===== src/rtl/alu_arbiter_if.sv =====
// Bus between the two ALU requesters, the shared ALU and the alu_arbiter.
// The slave modport is the arbiter side; the master modport is the requester/ALU side.
interface alu_arbiter_if #(
  parameter int WIDTH = 5,
  parameter int OPW   = 3
);
  // reqN is the valid of a transaction; it stays high with stable intent until
  // the one-cycle ackN completion pulse, which doubles as ready/done.
  logic             req0;
  logic             req1;
  logic [WIDTH-1:0] a0;
  logic [WIDTH-1:0] b0;
  logic [WIDTH-1:0] a1;
  logic [WIDTH-1:0] b1;
  logic [OPW-1:0]   op0;
  logic [OPW-1:0]   op1;
  logic             ack0;
  logic             ack1;
  logic [WIDTH-1:0] res0;
  logic [WIDTH-1:0] res1;
  logic             flag0;
  logic             flag1;
  logic [WIDTH-1:0] alu_a;
  logic [WIDTH-1:0] alu_b;
  logic [OPW-1:0]   alu_op;
  logic             alu_start;
  logic [WIDTH-1:0] alu_result;
  logic             alu_flag;
  logic             busy;
  logic             grant_id;
  logic [1:0]       dbg_state;

  modport slave (
    input  req0, req1, a0, b0, a1, b1, op0, op1, alu_result, alu_flag,
    output ack0, ack1, res0, res1, flag0, flag1, alu_a, alu_b, alu_op,
           alu_start, busy, grant_id, dbg_state
  );

  modport master (
    output req0, req1, a0, b0, a1, b1, op0, op1, alu_result, alu_flag,
    input  ack0, ack1, res0, res1, flag0, flag1, alu_a, alu_b, alu_op,
           alu_start, busy, grant_id, dbg_state
  );
endinterface


===== src/rtl/alu_arbiter.sv =====
// Two-requester arbiter in front of a shared fixed-latency ALU.
// Define ALU_ARB_RR_EN for round-robin selection; otherwise req0 has fixed priority.
module alu_arbiter #(
  parameter int WIDTH   = 5,
  parameter int OPW     = 3,
  parameter int ALU_LAT = 1
) (
  input  logic          clk,
  input  logic          reset,
  alu_arbiter_if.slave  bus
);
  typedef enum logic [1:0] {
    IDLE  = 2'b00,
    ISSUE = 2'b01,
    WAIT  = 2'b10,
    RESP  = 2'b11
  } state_t;

  localparam logic [3:0] LAT_M1 = 4'(ALU_LAT - 1);

  state_t           r_state;
  state_t           w_next;
  logic [3:0]       r_cnt;
  logic             r_grant;
  logic [WIDTH-1:0] r_alu_a;
  logic [WIDTH-1:0] r_alu_b;
  logic [OPW-1:0]   r_alu_op;
  logic [WIDTH-1:0] r_res0;
  logic [WIDTH-1:0] r_res1;
  logic             r_flag0;
  logic             r_flag1;
  logic             w_any;
  logic             w_sel;
  logic             w_start;
  logic             w_busy;
  logic             w_ack0;
  logic             w_ack1;

  assign w_any = bus.req0 | bus.req1;

`ifdef ALU_ARB_RR_EN
  // r_prio names the requester that wins a tie: the one not served last.
  logic r_prio;

  always_ff @(posedge clk) begin
    if (!reset)                r_prio <= 1'b0;
    else if (r_state == RESP)  r_prio <= ~r_grant;
  end

  always_comb begin
    w_sel = bus.req1 & ~bus.req0;
    if (bus.req0 && bus.req1) w_sel = r_prio;
  end
`else
  assign w_sel = ~bus.req0;
`endif

  always_ff @(posedge clk) begin
    if (!reset) r_state <= IDLE;
    else        r_state <= w_next;
  end

  always_comb begin
    w_next = r_state;
    case (r_state)
      IDLE:    if (w_any) w_next = ISSUE;
      ISSUE:   w_next = WAIT;
      WAIT:    if (r_cnt == 4'd0) w_next = RESP;
      RESP:    w_next = IDLE;
      default: w_next = IDLE;
    endcase
  end

  always_comb begin
    w_start = (r_state == ISSUE);
    w_busy  = (r_state != IDLE);
    w_ack0  = (r_state == RESP) && !r_grant;
    w_ack1  = (r_state == RESP) &&  r_grant;
  end

  // Operands are frozen at grant so requester changes cannot reach the ALU.
  always_ff @(posedge clk) begin
    if (!reset) begin
      r_cnt    <= '0;
      r_grant  <= 1'b0;
      r_alu_a  <= '0;
      r_alu_b  <= '0;
      r_alu_op <= '0;
      r_res0   <= '0;
      r_res1   <= '0;
      r_flag0  <= 1'b0;
      r_flag1  <= 1'b0;
    end else begin
      case (r_state)
        IDLE: if (w_any) begin
          r_grant  <= w_sel;
          r_alu_a  <= w_sel ? bus.a1  : bus.a0;
          r_alu_b  <= w_sel ? bus.b1  : bus.b0;
          r_alu_op <= w_sel ? bus.op1 : bus.op0;
        end
        ISSUE: r_cnt <= LAT_M1;
        WAIT: begin
          if (r_cnt == 4'd0) begin
            if (r_grant) begin
              r_res1  <= bus.alu_result;
              r_flag1 <= bus.alu_flag;
            end else begin
              r_res0  <= bus.alu_result;
              r_flag0 <= bus.alu_flag;
            end
          end else begin
            r_cnt <= r_cnt - 4'd1;
          end
        end
        default: ;
      endcase
    end
  end

  assign bus.ack0      = w_ack0;
  assign bus.ack1      = w_ack1;
  assign bus.res0      = r_res0;
  assign bus.res1      = r_res1;
  assign bus.flag0     = r_flag0;
  assign bus.flag1     = r_flag1;
  assign bus.alu_a     = r_alu_a;
  assign bus.alu_b     = r_alu_b;
  assign bus.alu_op    = r_alu_op;
  assign bus.alu_start = w_start;
  assign bus.busy      = w_busy;
  assign bus.grant_id  = r_grant;
  assign bus.dbg_state = r_state;
endmodule

===== src/flat_wrapper.sv =====
// flat-port wrapper written by rule: the top's interface ports become plain ports
module alu_arbiter_flat 
#(
  parameter int WIDTH   = 5,
  parameter int OPW     = 3,
  parameter int ALU_LAT = 1
)
  (clk, reset, bus_req0, bus_req1, bus_a0, bus_b0, bus_a1, bus_b1, bus_op0, bus_op1, bus_alu_result, bus_alu_flag, bus_ack0, bus_ack1, bus_res0, bus_res1, bus_flag0, bus_flag1, bus_alu_a, bus_alu_b, bus_alu_op, bus_alu_start, bus_busy, bus_grant_id, bus_dbg_state);
  alu_arbiter_if #(.WIDTH(WIDTH), .OPW(OPW)) bus_i ();
  input  logic clk;
  input  logic reset;
  input wire logic [$bits(bus_i.req0)-1:0] bus_req0;
  input wire logic [$bits(bus_i.req1)-1:0] bus_req1;
  input wire logic [$bits(bus_i.a0)-1:0] bus_a0;
  input wire logic [$bits(bus_i.b0)-1:0] bus_b0;
  input wire logic [$bits(bus_i.a1)-1:0] bus_a1;
  input wire logic [$bits(bus_i.b1)-1:0] bus_b1;
  input wire logic [$bits(bus_i.op0)-1:0] bus_op0;
  input wire logic [$bits(bus_i.op1)-1:0] bus_op1;
  input wire logic [$bits(bus_i.alu_result)-1:0] bus_alu_result;
  input wire logic [$bits(bus_i.alu_flag)-1:0] bus_alu_flag;
  output wire logic [$bits(bus_i.ack0)-1:0] bus_ack0;
  output wire logic [$bits(bus_i.ack1)-1:0] bus_ack1;
  output wire logic [$bits(bus_i.res0)-1:0] bus_res0;
  output wire logic [$bits(bus_i.res1)-1:0] bus_res1;
  output wire logic [$bits(bus_i.flag0)-1:0] bus_flag0;
  output wire logic [$bits(bus_i.flag1)-1:0] bus_flag1;
  output wire logic [$bits(bus_i.alu_a)-1:0] bus_alu_a;
  output wire logic [$bits(bus_i.alu_b)-1:0] bus_alu_b;
  output wire logic [$bits(bus_i.alu_op)-1:0] bus_alu_op;
  output wire logic [$bits(bus_i.alu_start)-1:0] bus_alu_start;
  output wire logic [$bits(bus_i.busy)-1:0] bus_busy;
  output wire logic [$bits(bus_i.grant_id)-1:0] bus_grant_id;
  output wire logic [$bits(bus_i.dbg_state)-1:0] bus_dbg_state;
  assign bus_i.req0 = bus_req0;
  assign bus_i.req1 = bus_req1;
  assign bus_i.a0 = bus_a0;
  assign bus_i.b0 = bus_b0;
  assign bus_i.a1 = bus_a1;
  assign bus_i.b1 = bus_b1;
  assign bus_i.op0 = bus_op0;
  assign bus_i.op1 = bus_op1;
  assign bus_i.alu_result = bus_alu_result;
  assign bus_i.alu_flag = bus_alu_flag;
  assign bus_ack0 = bus_i.ack0;
  assign bus_ack1 = bus_i.ack1;
  assign bus_res0 = bus_i.res0;
  assign bus_res1 = bus_i.res1;
  assign bus_flag0 = bus_i.flag0;
  assign bus_flag1 = bus_i.flag1;
  assign bus_alu_a = bus_i.alu_a;
  assign bus_alu_b = bus_i.alu_b;
  assign bus_alu_op = bus_i.alu_op;
  assign bus_alu_start = bus_i.alu_start;
  assign bus_busy = bus_i.busy;
  assign bus_grant_id = bus_i.grant_id;
  assign bus_dbg_state = bus_i.dbg_state;
  alu_arbiter #(.WIDTH(WIDTH), .OPW(OPW), .ALU_LAT(ALU_LAT)) u_core (.clk(clk), .reset(reset), .bus(bus_i));
endmodule

===== config.mk =====
export PLATFORM = sky130hd
export DESIGN_NAME = alu_arbiter_flat
export DESIGN_NICKNAME = d
export VERILOG_FILES = /design/src/rtl/alu_arbiter_if.sv /design/src/rtl/alu_arbiter.sv /design/src/flat_wrapper.sv
export SDC_FILE = /design/constraint.sdc
export NUM_CORES = 1
export LEC_CHECK = 0
export ABC_AREA = 0
export ABC_CLOCK_PERIOD_IN_PS = 3400
export CORE_MARGIN = 1
export CORE_UTILIZATION = 35
export DETAILED_ROUTE_END_ITERATION = 7
export GPL_ROUTABILITY_DRIVEN = 0
export PLACE_DENSITY = 0.69
export SETUP_SLACK_MARGIN = 0.05
export SLEW_MARGIN = 30
export SYNTH_ARGS = -nofsm -noshare
export SYNTH_HDL_FRONTEND = slang
export SYNTH_SLANG_ARGS = --single-unit

===== constraint.sdc =====
create_clock -name clk -period 3.4 [get_ports clk]
set_clock_uncertainty 0.2 [all_clocks]
set_input_delay 0.34 -clock clk [delete_from_list [all_inputs] [get_ports clk]]
set_output_delay 0.34 -clock clk [all_outputs]
set_load 0.01 [all_outputs]

# After elaboration in Yosys (flattened, before gate mapping)
# Index checks and enable logic that the tools add are counted.
[totals] regBits=32 in_bits=36 out_inout_bits=32 elab_cells=40
[op_classes] add_sub_neg=1 eq_ne=6 n_mux=8 bitwise=3 n_reduce_logical=12
[op_table] op="5-bit two-way mux" n=2
[op_table] op="2-bit one-hot mux with 4 select lines" n=1
[op_table] op="4-bit one-hot mux with 2 select lines" n=1
[op_table] op="2-bit AND reduction" n=3
[op_table] op="3-bit AND reduction" n=2
[op_table] op="2-bit == test, second input constant" n=2
[op_table] op="4-bit logical NOT" n=1
[op_table] op="2-bit two-way mux" n=2
[op_table] op="4-bit two-way mux" n=1
[op_table] op="2-bit by 1-bit != test with 1-bit output, second input constant" n=2
[op_table] op="2-bit nonzero test" n=2
[op_table] op="4-bit by 1-bit subtractor with 4-bit output, second input constant" n=1
[op_table] op="3-bit two-way mux" n=1
[op_table] op="2-bit by 1-bit == test with 1-bit output, second input constant" n=1
[op_table] op="1-bit logical AND" n=2
[op_table] op="2-bit logical NOT" n=1
[op_table] op="2-bit != test, second input constant" n=1
[op_table] op="1-bit NOT" n=2
[op_table] op="1-bit logical NOT" n=1
[op_table] op="1-bit bitwise OR" n=1

# Logic depth before layout (Yosys ltp)
[logic_depth] depth_word=3 mapped_depth=7 mapped_depth_nobuf=5

# Worst setup path after synthesis
# OpenSTA, ideal clock, no wires.
[synth_path] path_type="register to register" startpoint="register u_core.r_state[0], in the netlist u_core.bus.dbg_state[0]" endpoint="register u_core.r_res1[4], in the netlist u_core.bus.res1[4]" setup_ns=0.132 arrival_time_ns=1.390 required_time_ns=3.068 path_slack_ns=1.678 stages_incl_launch_ff=8 n_path_buf=2 period_less_slack_ns=1.722 cell_sequence="dfxtp_1 > inv_1 > ha_1 > buf_4 > and4bb_2 > buf_2 > nand3_1 > a21oi_1"
[synth_between] elab_chain_cells=2
[synth_rtl] element="start: declaration" line="alu_arbiter.sv:21" rtl="state_t r_state;"
[synth_rtl] element="start signal: assignment" line="alu_arbiter.sv:60" rtl="else r_state <= w_next;"
[synth_rtl] element="2-bit == test" line="alu_arbiter.sv:94" rtl="case (r_state)"
[synth_rtl] element="3-bit AND reduction (no line)"
[synth_rtl] element="end signal: assignment" line="alu_arbiter.sv:105" rtl="r_res1 <= bus.alu_result;"
[synth_rtl] element="end: declaration" line="alu_arbiter.sv:29" rtl="logic [WIDTH-1:0] r_res1;"
# Every way passes these cells.
# A chain may end at the register's enable or synchronous reset.

# Final worst setup path
[layout_path] startpoint="register u_core.r_grant, in the netlist u_core.bus.grant_id" endpoint="output bus_ack1"
[layout_between] elab_chain_cells=1
[layout_rtl] element="start: declaration" line="alu_arbiter.sv:24" rtl="logic r_grant;"
[layout_rtl] element="start signal: assignment" line="alu_arbiter.sv:96" rtl="r_grant <= w_sel;"
[layout_rtl] element="1-bit logical AND" line="alu_arbiter.sv:78" rtl="w_ack1 = (r_state == RESP) && r_grant;"
[layout_rtl] element="end: declaration" line="flat_wrapper.sv:23" rtl="output wire logic [$bits(bus_i.ack1)-1:0] bus_ack1;"
# Every way passes these cells.

==> results.sh <==
export IMPL_cts_setup_buffers=0
export IMPL_cts_tree="yes"
export IMPL_ff2ff_setup_slack_ns=1.40
export IMPL_core_area_sq_um=4060
export IMPL_die_h_um=67.4
export IMPL_io_pins=68
export IMPL_drc=0
export IMPL_clockBufferDepth=2
export IMPL_status="completed"
export IMPL_yosysTopAreaCellShare_pct=42.7
export IMPL_ys_warn_count=0
export IMPL_synthArstFlopShare_pct=0
export IMPL_hpwl_um=2470
export IMPL_start_util_pct=36.9
export IMPL_peakVddDrop_mv=0.468
export IMPL_clk_pin_slew_ns=0.07
export IMPL_syn_area_sq_um=1500
export IMPL_grt_overflow=0
export IMPL_area_delta_synth_final_pct=51.5
export IMPL_ys_types=31
export IMPL_cts_inserted_buffers=5
export IMPL_syn_instance_count=166
export IMPL_ys_seq_elements=32
export IMPL_synth_top_cell_by_area="dfxtp_1"
export IMPL_syn_area_per_cell_sq_um=9.03
export IMPL_grt_max_degree=30
export IMPL_drt_iter0_markers=96
export IMPL_worstReg2RegStart="u_core.bus.dbg_state[0]$_SDFFE_PN0P_"
export IMPL_antenna_cells=0
export IMPL_grt_pass1_wl_um=5460
export IMPL_setup_tns_final_ns=0
export IMPL_postRouteAntennaNets=0
export IMPL_multiInputGateArea_sq_um=752
export IMPL_fmax_ghz=0.451
export IMPL_cts_root_buf="clkbuf_8"
export IMPL_grt_total_usage_pct=16.1
export IMPL_via_per_inst=5.06
export IMPL_cts_resized=0
export IMPL_fill_cells=380
export IMPL_dr_pass1_iters=4
export IMPL_wl_um=3410
export IMPL_synth_edf_count=0
export IMPL_crit_path_end_kind="output port"
export IMPL_grt_pass1_vias=1227
export IMPL_crit_path_start="u_core.bus.grant_id$_SDFFE_PN0P_"
export IMPL_port_buffer_count=67
export IMPL_rr_worst_depth=5
export IMPL_synth_nets=208
export IMPL_hold_depth=2
export IMPL_htreeDepth=2
export IMPL_rsz0062_at_grt="no"
export IMPL_post_drt_wl_per_cell_um=12.2
export IMPL_regArea_sq_um=641
export IMPL_crit_arrival_ns=1.68
export IMPL_ctsHoldBuffers=0
export IMPL_required_ns=2.86
export IMPL_p_leak_nw=0.850
export IMPL_critPathKind="reg -> out"
export IMPL_die_area_sq_um=4550
export IMPL_fin_util_pct=56.0
export IMPL_synth_area_top_cells="dfxtp_1 43%, mux2i_1 10%, a211oi_1 7.0%"
export IMPL_setup_viol=0
export IMPL_min_from="u_core.bus.res1[4]$_SDFFE_PN0P_"
export IMPL_post_route_period_util_pct=65.2
export IMPL_antenna_found_initial=0
export IMPL_min_to="u_core.bus.res1[4]$_SDFFE_PN0P_"
export IMPL_cp_start_kind="register"
export IMPL_vias=1411
export IMPL_hold_viol=0
export IMPL_path_max_fanout=17
export IMPL_powerDensity_nw_per_um2=659
export IMPL_maxSlewViolCount=0
export IMPL_die_w_um=67.4
export IMPL_ys_flop_type="dfxtp_1"
export IMPL_worst_slew_pin_slew_ns=0.905
export IMPL_cap_violations=0
export IMPL_worst_r2r_endpoint="u_core.bus.res0[1]$_SDFFE_PN0P_"
export IMPL_num_rows=23
export IMPL_clock_latency_ns=0.28
export IMPL_nets=270
export IMPL_ys_seq_area_share_pct=42.7
export IMPL_drive_gt1_share_pct=4.37
export IMPL_slew_headroom_pct=39.6
export IMPL_layout_min_cycle_time_ns=2.22
export IMPL_hold_path_class="reg -> reg"
export IMPL_cts_sinks=32
## per-stage QoR
step | power [mW] | setup slack (ns) | std cells | hold slack (ns) | instance area [sq um]
5_1_grt | 1.61 | 1.10 | 279 | 0.303 | 2270
3_5_place_dp | 1.16 | 1.01 | 271 | 0.268 | 2160
6_report | 1.50 | 1.18 | 279 | 0.274 | 2270
3_3_place_gp | 1.15 | 1.07 | 271 | 0.261 | 2160
2_1_floorplan | 0.890 | 1.68 | 166 | 0.278 | 1500
4_1_cts | 1.52 | 1.18 | 279 | 0.277 | 2270
## synthesized netlist by cell type (3+ instances only)
cell type,n
a211oi_1,14
o21ai_0,11
clkbuf_1,4
dfxtp_1,32
buf_2,4
inv_1,8
ha_1,6
nand3_1,16
mux2i_1,15
nand2_1,3
nor2_1,13
a21oi_1,16
## layout by cell type, fill, tap and decap left out, types with 5 or more instances in the layout
cell and instances:
nor2_1 13, inv_1 8, mux2i_1 15, a21oi_1 16
dfxtp_1 32, clkdlybuf4s50_1 67, nand3_1 16, a211oi_1 14
o21ai_0 11, clkbuf_8 5, ha_1 6
## power by group
part | switching [mW] | internal, mW
combinational | 0.299 | 0.314
sequential | 0.0656 | 0.462
clock | 0.138 | 0.217
total | 0.503 | 0.994
## cells by family after synthesis
kind of cell | Yosys count | synth area share [%]
buf+inv | 21 | 7.09
simple gates | 44 | 15.6
fa+ha+maj | 6 | 5.01
flops | 32 | 42.7
mux | 15 | 10.0
compound gates | 48 | 19.5
## state kept, by name, indices dropped and copies added (netlist names)
name / flops
u_core.bus.alu_a: 5
u_core.bus.alu_b: 5
u_core.bus.res0: 5
u_core.bus.res1: 5
u_core.r_cnt: 4
u_core.bus.alu_op: 3
u_core.bus.dbg_state: 2
u_core.bus.flag0: 1
u_core.bus.flag1: 1
u_core.bus.grant_id: 1
## critical path, stage by stage, from the launching register on
cell and delay [ns]:
dfxtp_1 0.67, and2_1 0.20, clkdlybuf4s50_1 0.52
## cell type report
type                            instances  area share, %
Clock buffer                            6           3.20
Clock inverter                          2           1.54
Inverter                                8           1.32
Multi-Input combinational cell        113           33.1
Sequential cell                        32           28.2
Tap cell                               50           2.75
Timing Repair Buffer                   68           29.9
## how the worst max path moves through the flow
stage,end,depth (start not counted)
3_3_place_gp,u_core.bus.alu_op[0]$_SDFFE_PN0P_,5
5_1_grt,bus_ack1,2
3_5_place_dp,u_core.bus.alu_a[1]$_SDFFE_PN0P_,5
2_1_floorplan,u_core.bus.res1[4]$_SDFFE_PN0P_,7
4_1_cts,bus_ack1,2
6_report,bus_ack1,2
## metal layers
| layer | global-route usage (%) | wire length [um] | up-vias |
|---|---|---|---|
| met3 | 5.74 | 276 | 3 |
| met5 | 0 | 0 | - |
| met1 | 20.2 | 1570 | 636 |
| met2 | 24.8 | 1520 | 57 |
| met4 | 7.18 | 37 | 0 |
| li1 | - | - | 715 |
Power figures use the tool's default switching activity.
